[src/rtl/maquina_estados.sv]
// Main control FSM for the 4x4 FIFO switch: reset, threshold configuration, idle/active
// sequencing and overflow capture. Define MAQ_ERROR_RECOVER_EN to allow ERROR->INIT on init.
module maquina_estados #(
   parameter int FIFO_DEPTH = 8,
   parameter int THR_WIDTH  = 3
) (
   input  logic                 clk,
   input  logic                 reset,
   input  logic                 init,
   input  logic [THR_WIDTH-1:0] umbral_alto_in,
   input  logic [THR_WIDTH-1:0] umbral_bajo_in,
   input  logic [7:0]           empty_fifos,
   input  logic [7:0]           full_fifos,
   input  logic [7:0]           push_fifos,
   output logic [THR_WIDTH-1:0] alto,
   output logic [THR_WIDTH-1:0] bajo,
   output logic [4:0]           state,
   output logic                 idle_out,
   output logic                 error_out,
   output logic [7:0]           error_fifo
);

   typedef enum logic [4:0] {
      ST_RESET  = 5'b00001,
      ST_INIT   = 5'b00010,
      ST_IDLE   = 5'b00100,
      ST_ACTIVE = 5'b01000,
      ST_ERROR  = 5'b10000
   } state_t;

   localparam logic [THR_WIDTH-1:0] MAX_THR = THR_WIDTH'(FIFO_DEPTH - 1);

   state_t               state_q, state_d;
   logic [THR_WIDTH-1:0] alto_q, alto_d;
   logic [THR_WIDTH-1:0] bajo_q, bajo_d;
   logic [7:0]           error_fifo_q, error_fifo_d;

   logic [7:0] ovf_vec;
   logic       ovf;
   logic       cfg_ok;
   logic       all_empty;

   assign ovf_vec   = push_fifos & full_fifos;
   assign ovf       = |ovf_vec;
   assign cfg_ok    = (umbral_bajo_in < umbral_alto_in) && (umbral_alto_in <= MAX_THR);
   assign all_empty = &empty_fifos;

   always_ff @(posedge clk) begin
      if (!reset) begin
         state_q      <= ST_RESET;
         alto_q       <= '0;
         bajo_q       <= '0;
         error_fifo_q <= '0;
      end else begin
         state_q      <= state_d;
         alto_q       <= alto_d;
         bajo_q       <= bajo_d;
         error_fifo_q <= error_fifo_d;
      end
   end

   always_comb begin
      state_d      = state_q;
      alto_d       = alto_q;
      bajo_d       = bajo_q;
      error_fifo_d = error_fifo_q;

      unique case (state_q)
         ST_RESET: begin
            // FIFOs are still held in reset here, so overflow is not meaningful yet.
            state_d = ST_INIT;
         end

         ST_INIT: begin
            if (ovf) begin
               state_d      = ST_ERROR;
               error_fifo_d = ovf_vec;
            end else if (init) begin
               if (cfg_ok) begin
                  alto_d = umbral_alto_in;
                  bajo_d = umbral_bajo_in;
               end
            end else if (bajo_q < alto_q) begin
               state_d = ST_IDLE;
            end
         end

         ST_IDLE: begin
            if (ovf) begin
               state_d      = ST_ERROR;
               error_fifo_d = ovf_vec;
            end else if (init) begin
               state_d = ST_INIT;
            end else if (!all_empty) begin
               state_d = ST_ACTIVE;
            end
         end

         ST_ACTIVE: begin
            if (ovf) begin
               state_d      = ST_ERROR;
               error_fifo_d = ovf_vec;
            end else if (init) begin
               state_d = ST_INIT;
            end else if (all_empty) begin
               state_d = ST_IDLE;
            end
         end

         ST_ERROR: begin
            // The overflow mask stays frozen while in ERROR, even if new overflows occur.
`ifdef MAQ_ERROR_RECOVER_EN
            if (!ovf && init) begin
               state_d      = ST_INIT;
               error_fifo_d = '0;
            end
`endif
         end

         default: begin
            state_d = ST_RESET;
         end
      endcase
   end

   assign state      = state_q;
   assign alto       = alto_q;
   assign bajo       = bajo_q;
   assign error_fifo = error_fifo_q;
   assign idle_out   = (state_q == ST_IDLE);
   assign error_out  = (state_q == ST_ERROR);

endmodule
[config.mk]
export PLATFORM = sky130hd
export DESIGN_NAME = maquina_estados
export DESIGN_NICKNAME = d
export VERILOG_FILES = /design/src/rtl/maquina_estados.sv
export SDC_FILE = /design/constraint.sdc
export NUM_CORES = 1
export LEC_CHECK = 0
export CAP_MARGIN = 20
export CORE_UTILIZATION = 65
export CTS_CLUSTER_SIZE = 28
export DETAILED_ROUTE_END_ITERATION = 16
export DONT_BUFFER_PORTS = 1
export PLACE_DENSITY = 0.81
export SKIP_CTS_REPAIR_TIMING = 1
export SYNTH_ARGS = -nofsm -noshare
export SYNTH_HDL_FRONTEND = slang
export SYNTH_SLANG_ARGS = --single-unit
export TNS_END_PERCENT = 1
[constraint.sdc]
create_clock -name clk -period 5.2 [get_ports clk]
set_input_delay 1.04 -clock clk [delete_from_list [all_inputs] [get_ports clk]]
set_output_delay 1.04 -clock clk [all_outputs]
set_load 0.05 [all_outputs]
Yosys cells after proc, flatten, opt, wreduce, memory -nomap -nowiden

Index checks and enable logic that the tools add are counted.

Order comparisons: 3
Equal/unequal tests: 9
Mux-type cells: 10
Bitwise operators: 3
Reductions and logical operators: 7

Operators with widths:

| kind                 | count |
|---|---|
| $mux W5              | 9 |
| $pmux W5 S5          | 1 |
| $and A8 B8 Y8        | 1 |
| $ne A4 B4 Y1 const B | 2 |
| $reduce_and A8 Y1    | 1 |
| $reduce_or A8 Y1     | 1 |
| $lt A3 B3 Y1         | 2 |
| $ne A3 B3 Y1 const B | 2 |
| $eq A5 B1 Y1 const B | 1 |
| $eq A5 B2 Y1 const B | 1 |
| $eq A5 B3 Y1 const B | 1 |
| $eq A5 B4 Y1 const B | 1 |
| $eq A5 B5 Y1 const B | 1 |
| $reduce_and A5 Y1    | 1 |
| $reduce_and A4 Y1    | 1 |
| $le A3 B3 Y1 const B | 1 |
| $reduce_or A3 Y1     | 1 |
| $not A1 Y1           | 2 |
| $reduce_and A2 Y1    | 1 |
| $logic_and A1 B1 Y1  | 1 |

Flip-flop bits (word level): 19

Longest topological paths before layout

Gate-level depths: netlist of the first run.

Depth in word-level cells: 5
Depth in mapped cells: 7

Least setup slack after synthesis of the first run

No wires, ideal clock.

Path kind: flip-flop to output port
Start point: register state_q[0], in the netlist state[0]
End point: output idle_out
Arrival: 2.413 ns
Required time: 4.160 ns
Slack: 1.747 ns
Cell stages (with the launch flop): 3
Cell sequence: dfxtp_1 > nor2_1 > nor4bb_1

Word-level cells in the longest chain between the ends: 1

RTL lines:

| element                  | RTL line | text |
|---|---|---|
| start: declaration       | 33       | `state_t state_q, state_d;` |
| start signal: assignment | 55       | `state_q <= state_d;` |
| $eq A5 B3 Y1             | 130      | `assign idle_out = (state_q == ST_IDLE);` |
| end: declaration         | 18       | `output logic idle_out,` |

Every way passes these cells.

Worst setup path after layout of the first run

Start point: register state_q[0], in the netlist state[0]
End point: output error_out

Word-level cells in the longest chain between the ends: 1

RTL lines:

| element          | RTL line | text |
|---|---|---|
| $eq A5 B5 Y1     | 131      | `assign error_out = (state_q == ST_ERROR);` |
| end: declaration | 19       | `output logic error_out,` |

Every way passes these cells.

==> summary.txt, run 1 <==
Outcome
  • Status: finished, final reports clean

Synth
  • Syn_area_per_cell: 8.545 µm²
  • EDFF count, synth: 0
  • Syn nets: 160
  • Post-synthesis sequential area ratio: 0.3619
  • Ys async rst share: 0
  • Post-synthesis cell area: 1051 µm²
  • YS warnings: 0
  • Post-synth top flop: dfxtp_1
  • FF+latch count, synth: 19
  • Distinct cells, synth: 36
  • Post-Synthesis Cells: 123

STA
  • Skew final: 0.004683 ns
  • Tmin final: 3.079 ns
  • Fmax: 0.3248 GHz
  • Fin crit share: 0.5921
  • Unrepaired setup endpoints after global routing: no
  • Final WS setup: 2.121 ns
  • Final setup viols: 0
  • Max-slew violations: 0
  • Setup TNS: 0 ns
  • Max_slew headroom: 0.3372
  • Fin. Hold Viols: 0
  • Pin slew with the least headroom to its limit: 0.9941 ns

Floorplan
  • Io pins: 54
  • Chip Height: 42.21 µm
  • Row cnt: 14
  • Die area: 1782 µm²
  • Die W: 42.21 µm
  • Placeable Area: 1506 µm²
  • Starting Density: 0.6977

Placed design
  • PortBufs: 0
  • GPL Wtd Cong: 0.7541
  • HPWL reported at the end of detailed placement: 1.714 mm
  • Post-placement setup slack: 2.152 ns

Finish
  • Area Overhead vs Synth: 2.976%
  • N_diodes: 0
  • Most frequent cells in the layout: dfxtp_1, nor2_1, nand4_1, a21oi_1, mux2i_1
  • Share of layout cells above drive strength 1: 0.08943
  • Commonest non-fill, non-tap cell in the layout: dfxtp_1
  • Nets: 161

Clock network
  • Max clock buf depth: 2
  • CTS buffer count: 3
  • Root buffer cell: clkbuf_4
  • CTS sink cnt: 19
  • Clock Pin Slew Worst Setup and Hold Paths: 0.11 ns
  • H-tree levels: 1
  • Worst skew pair latency: 0.31 ns
  • CTS tree: done

Global routing
  • Largest net degree at the start of global routing: 17
  • GRT Overall Usage: 0.2668
  • Initial antenna violation count: 0
  • Vias in the first global route: 880
  • Global-route wire length before repair: 3.608 mm
  • GR Overflow Total: 0

Pwr
  • Power Dens Cells: 330.6 nW/µm²
  • Leak Pwr: 0.4365 nW
  • Max VDD drop: 0.2750 mV

Setup path
  • Crit path buf inv count: 0
  • CP arrival: 2.04 ns
  • Most used cell, CP: nor2_1
  • CP max FO: 8
  • Critical setup path kind: reg2out
  • Worst path slowest cell: nor2_1
  • CP peak stage delay: 0.77 ns
  • Largest delay share family, worst path: simple AND/OR/NAND/NOR gates
  • Crit path cell chain: nor2_1, nand3b_1, nor2_1
  • Req. time, crit path: 4.16 ns
  • Critical Path Source Type: register
  • Critical Path End Type: primary output

Routing
  • Drt via density: 6.504
  • Wire per inst: 16.12 µm
  • Final wirelength: 2.241 mm
  • DRC Markers: 0
  • DR iter-0 viols: 25
  • Vias after detailed routing: 904
  • Drt pass-1 iters: 4
  • Antenna Nets Post-Route: 0

Job
  • Max-cap violations: 0

Min path
  • Class of the worst hold path: reg2reg
-- stage by stage --
stage / total power, mW / area (µm²) / hold WS [ns] / util / instances
after floorplan: 0.2694 / 1051 / 0.7048 / - / 123
after global placement: 0.2772 / 1055 / 0.7311 / 0.7002 / 135
after detailed placement: 0.2818 / 1055 / 0.7390 / 0.7002 / 135
after CTS: 0.3587 / 1082 / 0.7543 / 0.7184 / 139
after global routing: 0.3740 / 1082 / 0.7808 / 0.7184 / 139
final: 0.3578 / 1082 / 0.7526 / 0.7184 / 139
-- path summary, 6_finish.rpt --
path / slack (ns) / endpoint / depth (start not counted) / from
hold / removal: 0.75 / bajo[2] / 2 / bajo[2]
hold reg to reg: 0.75 / bajo[2] / 2 / bajo[2]
setup / recovery: 2.12 / error_out / 3 / state[0]
setup reg to reg: 2.72 / error_fifo[0] / 5 / state[2]
-- state kept, by name, summed over array words and instances (netlist names) --
register / cells
alto: 3
state: 5
bajo: 3
error_fifo: 8
-- final cells by class --
| cell class | instances | area (µm²) |
|---|---|---|
| inverter | 7 | 26.28 |
| sequential | 19 | 380.4 |
| clock buffer | 3 | 22.52 |
| fill | 125 | 424.2 |
| timing repair buffer | 1 | 7.507 |
| clock inverter | 1 | 5.005 |
| multi-input combinational | 92 | 620.6 |
| tap | 16 | 20.02 |
-- cells by family (layout without fill, tap and decap cells) --
| kind of cell | after synthesis | in the layout | synth area share |
|---|---|---|---|
| AO/OA/AOI/OAI | 26 | 26 | 0.1560 |
| adder cells (fa/ha/maj) | 4 | 4 | 0.04762 |
| buffers and inverters | 12 | 12 | 0.05358 |
| XOR/XNOR | 2 | 2 | 0.01667 |
| AND/OR/NAND/NOR | 52 | 52 | 0.2881 |
| multiplexers | 8 | 8 | 0.07619 |
| flip-flops | 19 | 19 | 0.3619 |
-- where the power goes --
part	total, mW	switching, mW	internal (mW)
registers	0.209	0.0529	0.156
logic	0.0706	0.0386	0.0319
clock network	0.0786	0.0498	0.0288
total	0.358	0.141	0.216
-- worst min-delay path, delay by kind of cell, from the launching register on --
kind / cells / cell delay, ns
flip-flops: 1 / 0.50
AO/OA/AOI/OAI: 2 / 0.21
-- metal layers --
metal / global-route usage / share of wire / up-vias
li1: - / - / 445
met1: 0.2896 / 0.42 / 406
met2: 0.4738 / 0.49 / 48
met3: 0.06034 / 0.073 / 5
met4: 0.1438 / 0.016 / 0
met5: 0 / 0 / -
-- synth_stat cells, types with 2 or more instances --
master / n / area (µm²)
ha_1: 4 / 50.05
nor2b_1: 2 / 12.51
and2_1: 7 / 43.79
nand4_1: 9 / 56.30
nand2_1: 3 / 11.26
o31ai_1: 6 / 45.04
a21oi_1: 8 / 40.04
inv_1: 7 / 26.28
o21ai_0: 5 / 25.02
nand3b_1: 2 / 15.01
dfxtp_1: 19 / 380.4
nor2_1: 17 / 63.81
mux2i_1: 8 / 80.08
nor4_1: 2 / 12.51
clkbuf_1: 2 / 7.510
or4_4: 2 / 22.52
Note: power is estimated with default switching activity, not from simulation.
==> inputs of run 2 (changes only) <==
--- a/config.mk
+++ b/config.mk
@@ -6,11 +6,11 @@
 export NUM_CORES = 1
 export LEC_CHECK = 0
 export CAP_MARGIN = 20
-export CORE_UTILIZATION = 65
+export CORE_UTILIZATION = 54
 export CTS_CLUSTER_SIZE = 28
 export DETAILED_ROUTE_END_ITERATION = 16
 export DONT_BUFFER_PORTS = 1
-export PLACE_DENSITY = 0.81
+export PLACE_DENSITY = 0.72
 export SKIP_CTS_REPAIR_TIMING = 1
 export SYNTH_ARGS = -nofsm -noshare
 export SYNTH_HDL_FRONTEND = slang
==> constraint.sdc (replaced) <==
create_clock -name clk -period 2.67 [get_ports clk]
set_input_delay 0.534 -clock clk [delete_from_list [all_inputs] [get_ports clk]]
set_output_delay 0.534 -clock clk [all_outputs]
set_load 0.05 [all_outputs]
==> summary.txt, run 2 (synthesized netlist as in run 1, its figures left out) <==
Outcome
  • Status: finished, final reports clean

Floorplan
  • Placeable Area: 1783 µm² (+18%)
  • Die W: 46.12 µm (+9.3%)
  • Row cnt: 15 (+1)
  • Die area: 2127 µm² (+19%)
  • Io pins: 54 (unchanged)
  • Starting Density: 0.5895 (-0.1082)
  • Chip Height: 46.12 µm (+9.3%)

Setup path
  • Crit path buf inv count: 0 (unchanged)
  • Critical Path End Type: primary output
  • CP max FO: 3 (-5)
  • Worst path slowest cell: nor2_1
  • CP arrival: 1.67 ns (-0.37 ns)
  • Req. time, crit path: 2.14 ns (-2.02 ns)
  • Critical Path Source Type: register
  • Largest delay share family, worst path: simple AND/OR/NAND/NOR gates
  • Crit path cell chain: nor2_1, nand3b_1, nor2_1
  • CP peak stage delay: 0.72 ns (-0.05 ns)
  • Critical setup path kind: reg2out
  • Most used cell, CP: nor2_1

Routing
  • DR iter-0 viols: 19 (-24%)
  • Wire per inst: 14.12 µm (-12%)
  • Vias after detailed routing: 941 (+4.1%)
  • Drt via density: 5.956 (-8.4%)
  • DRC Markers: 0 (unchanged)
  • Antenna Nets Post-Route: 0 (unchanged)
  • Final wirelength: 2.231 mm (-0.45%)
  • Drt pass-1 iters: 4 (unchanged)

Clock network
  • Clock Pin Slew Worst Setup and Hold Paths: 0.11 ns (about the same)
  • CTS sink cnt: 19 (unchanged)
  • CTS tree: done
  • CTS buffer count: 3 (unchanged)
  • Root buffer cell: clkbuf_4
  • Worst skew pair latency: 0.30 ns (about the same)
  • H-tree levels: 1 (unchanged)
  • Max clock buf depth: 2 (unchanged)

Global routing
  • Initial antenna violation count: 0 (unchanged)
  • GR Overflow Total: 0 (unchanged)
  • Global-route wire length before repair: 3.450 mm (-4.4%)
  • GRT Overall Usage: 0.2303 (-0.03658)
  • Largest net degree at the start of global routing: 17 (unchanged)
  • Vias in the first global route: 831 (-5.6%)

Finish
  • Area Overhead vs Synth: 11.19%
  • Most frequent cells in the layout: dfxtp_1, nor2_1, buf_4, nand4_1
  • Max reg flops: 8 (unchanged)
  • N_diodes: 0 (unchanged)
  • Non-Filler Instances: 158 (+14%)
  • Nets: 171 (+6.2%)
  • Commonest non-fill, non-tap cell in the layout: dfxtp_1
  • Share of layout cells above drive strength 1: 0.1579 (+0.06846)

Placed design
  • Placed insts: 154 (+14%)
  • Post-placement setup slack: 0.5533 ns (-1.599 ns)
  • HPWL reported at the end of detailed placement: 1.771 mm (+3.3%)
  • GPL Wtd Cong: 0.7312 (-3.0%)
  • PortBufs: 0 (unchanged)

Min path
  • Class of the worst hold path: in2reg

STA
  • Setup TNS: 0 ns (unchanged)
  • Max-slew violations: 0 (unchanged)
  • Unrepaired setup endpoints after global routing: no
  • Max_slew headroom: 0.3770 (+0.03975)
  • Fin crit share: 0.8256
  • Final setup viols: 0 (unchanged)
  • Pin slew with the least headroom to its limit: 0.9311 ns (-0.06306 ns)
  • Tmin final: 2.204 ns
  • Skew final: 0.0005018 ns (-0.004181 ns)
  • Final WS setup: 0.4656 ns (-1.655 ns)
  • Fmax: 0.4536 GHz
  • Fin. Hold Viols: 0 (unchanged)
  • Worst hold margin: 0.2887 ns (-0.4639 ns)

Job
  • Max-cap violations: 0 (unchanged)

Pwr
  • Leak Pwr: 0.4885 nW (+12%)
  • Max VDD drop: 0.4030 mV (+47%)
  • Power Dens Cells: 610.7 nW/µm² (+85%)
run 2: changes by cell type in the layout (fill, tap and decap cells not counted):
cell	change
buf_4	+10
run 2: per-layer routing:
metal	vias up	wire, µm	track usage
li1	466	-	-
met3	5	193	0.07059
met4	0	37	0.08824
met1	422	907	0.2826
met5	-	0	0
met2	48	1092	0.3746
run 2: worst paths after layout:
check	start	to	slack, ns	cells after the start
worst max-delay path	state[0]	error_out	0.47	3
worst max register to register	state[4]	bajo[1]	0.89	6
worst min-delay path	init	state[3]	0.29	1
worst min register to register	state[2]	state[0]	0.62	2
run 2: layout make-up:
cell class                 count  area (µm²)
sequential                    19       380.4
clock inverter                 1       5.005
clock buffer                   3       22.52
multi-input combinational     92       620.6
tap                           25       31.28
inverter                       7       26.28
timing repair buffer          11       82.58
fill                         162       614.3
run 2: metrics by stage:
step                utilization  power, mW  instance area [µm²]
finish                   0.6554     0.7137                 1169
global route             0.6554     0.7573                 1169
CTS                      0.6554     0.7201                 1169
detailed placement       0.6400     0.5707                 1141
global placement         0.6400     0.5646                 1141
floorplan                     -     0.5258                 1057
run 2: where the power goes:
part	switching (mW)	internal, mW
clock	0.0930	0.0560
sequential	0.0340	0.304
combinational	0.146	0.0813
==> inputs of run 3 (changes only) <==
--- a/config.mk
+++ b/config.mk
@@ -6,11 +6,11 @@
 export NUM_CORES = 1
 export LEC_CHECK = 0
 export CAP_MARGIN = 20
-export CORE_UTILIZATION = 54
+export CORE_UTILIZATION = 60
 export CTS_CLUSTER_SIZE = 28
 export DETAILED_ROUTE_END_ITERATION = 16
 export DONT_BUFFER_PORTS = 1
-export PLACE_DENSITY = 0.72
+export PLACE_DENSITY = 0.76
 export SKIP_CTS_REPAIR_TIMING = 1
 export SYNTH_ARGS = -nofsm -noshare
 export SYNTH_HDL_FRONTEND = slang
==> constraint.sdc (replaced) <==
create_clock -name clk -period 2.1 [get_ports clk]
set_input_delay 0.42 -clock clk [delete_from_list [all_inputs] [get_ports clk]]
set_output_delay 0.42 -clock clk [all_outputs]
set_load 0.05 [all_outputs]
==> summary.txt, run 3 (synthesized netlist as in run 1, its figures left out) <==
Finish
  • Non-Filler Instances: 152 (-3.8%)
  • Commonest non-fill, non-tap cell in the layout: dfxtp_1
  • Max reg flops: 8 (unchanged)
  • Storage cell area: 381.6 µm² (+0.33%)
  • Final Cell Area: 1189 µm² (+1.7%)
  • Area Overhead vs Synth: 13.10%
  • Layout fillers: 123 (-24%)
  • Most frequent cells in the layout: dfxtp_1, nor2_1, buf_4, nand4_1
  • Area of the multi-input gates: 629.4 µm² (+1.4%)
  • Share of layout cells above drive strength 1: 0.1765 (+0.01858)
  • N_diodes: 0 (unchanged)
  • Nets: 174 (+1.8%)

Outcome
  • Failing checks: DRC
  • Status: finished, violations left

Routing
  • Drt pass-1 iters: 10 (+6)
  • Wire per inst: 15.76 µm (+12%)
  • DRC Markers: 4 (+4)
  • DR iter-0 viols: 19 (unchanged)
  • Final wirelength: 2.395 mm (+7.4%)
  • Drt via density: 6.487 (+8.9%)
  • Vias after detailed routing: 986 (+4.8%)
  • Antenna Nets Post-Route: 0 (unchanged)

Pwr
  • Overall power: 0.9151 mW (+28%)
  • Max VDD drop: 0.7347 mV (+82%)
  • Leak Pwr: 0.5018 nW (+2.7%)
  • Power Dens Cells: 769.9 nW/µm² (+26%)

STA
  • Final setup viols: 0 (unchanged)
  • Fin crit share: 0.9051
  • Skew final: 0.002102 ns (+0.001600 ns)
  • Fin. Hold Viols: 0 (unchanged)
  • Setup TNS: 0 ns (unchanged)
  • Max_slew headroom: 0.6327 (+0.2557)
  • Max-slew violations: 0 (unchanged)
  • Fmax: 0.5261 GHz
  • Unrepaired setup endpoints after global routing: no
  • Pin slew with the least headroom to its limit: 0.5502 ns (-0.3808 ns)
  • Tmin final: 1.901 ns

Setup path
  • Critical Path End Type: primary output
  • Worst path slowest cell: nor4bb_4
  • CP arrival: 1.48 ns (-0.19 ns)
  • CP peak stage delay: 0.36 ns (-0.36 ns)
  • Critical Path Source Type: register
  • Crit path cell chain: buf_4, nor4bb_4, buf_4
  • Largest delay share family, worst path: buffers and inverters
  • CP max FO: 5 (+2)
  • Most used cell, CP: buf_4
  • Req. time, crit path: 1.68 ns (-0.46 ns)
  • Crit path buf inv count: 2 (+2)
  • Critical setup path kind: reg2out

Min path
  • Class of the worst hold path: in2reg

Clock network
  • Root buffer cell: clkbuf_4
  • Max clock buf depth: 2 (unchanged)
  • Worst skew pair latency: 0.30 ns (about the same)
  • CTS sink cnt: 19 (unchanged)
  • CTS buffer count: 3 (unchanged)
  • Clock Pin Slew Worst Setup and Hold Paths: 0.10 ns (about the same)
  • H-tree levels: 1 (unchanged)
  • CTS tree: done

Floorplan
  • Io pins: 54 (unchanged)
  • Placeable Area: 1577 µm² (-12%)
  • Die area: 1923 µm² (-9.6%)
  • Starting Density: 0.6667 (+0.07719)
  • Die W: 43.86 µm (-4.9%)
  • Chip Height: 43.86 µm (-4.9%)
  • Row cnt: 14 (-1)

Global routing
  • GR Overflow Total: 0 (unchanged)
  • Vias in the first global route: 957 (+15%)
  • Initial antenna violation count: 0 (unchanged)
  • Largest net degree at the start of global routing: 17 (unchanged)
  • Global-route wire length before repair: 3.953 mm (+15%)
  • GRT Overall Usage: 0.2788 (+0.04856)

Placed design
  • GPL Wtd Cong: 0.7374 (+0.85%)
  • DP Area: 1162 µm² (+1.9%)
  • HPWL reported at the end of detailed placement: 1.854 mm (+4.7%)
  • PortBufs: 0 (unchanged)
  • Placed insts: 148 (-3.9%)

Job
  • Max-cap violations: 0 (unchanged)
run 3: where the power goes:
| group | switching [mW] | internal [mW] |
|---|---|---|
| logic | 0.181 | 0.110 |
| clock network | 0.112 | 0.0741 |
| registers | 0.0524 | 0.386 |
run 3: worst paths after layout:
path / from / endpoint / slack [ns] / cells after the start
hold / removal: init / state[3] / 0.19 / 1
setup reg to reg: state[3] / error_fifo[6] / 0.50 / 5
hold reg to reg: state[0] / state[1] / 0.56 / 2
setup / recovery: state[2] / idle_out / 0.20 / 3
run 3: per-stage QoR:
stage,utilization,worst slack [ns],hold slack [ns]
after floorplan,-,0.04832,0.4962
after CTS,0.7540,0.2010,0.1827
final,0.7540,0.1992,0.1893
after detailed placement,0.7373,0.1445,0.5057
after global routing,0.7540,0.1567,0.1885
after global placement,0.7373,0.1681,0.5002
run 3: final cells by class:
class	count	share of cell area
multi-input combinational	92	0.5295
sequential	19	0.3211
timing repair buffer	14	0.08842
clock buffer	4	0.02211
inverter	7	0.02211
tap	16	0.01684
run 3: per-layer routing:
layer  up-vias  routed length (µm)  GRT usage
li1        475                   -          -
met1       451                1012     0.3204
met2        52                1107     0.4806
met3         8                 208    0.07500
met4         0                  67     0.1273
met5         -                   0          0
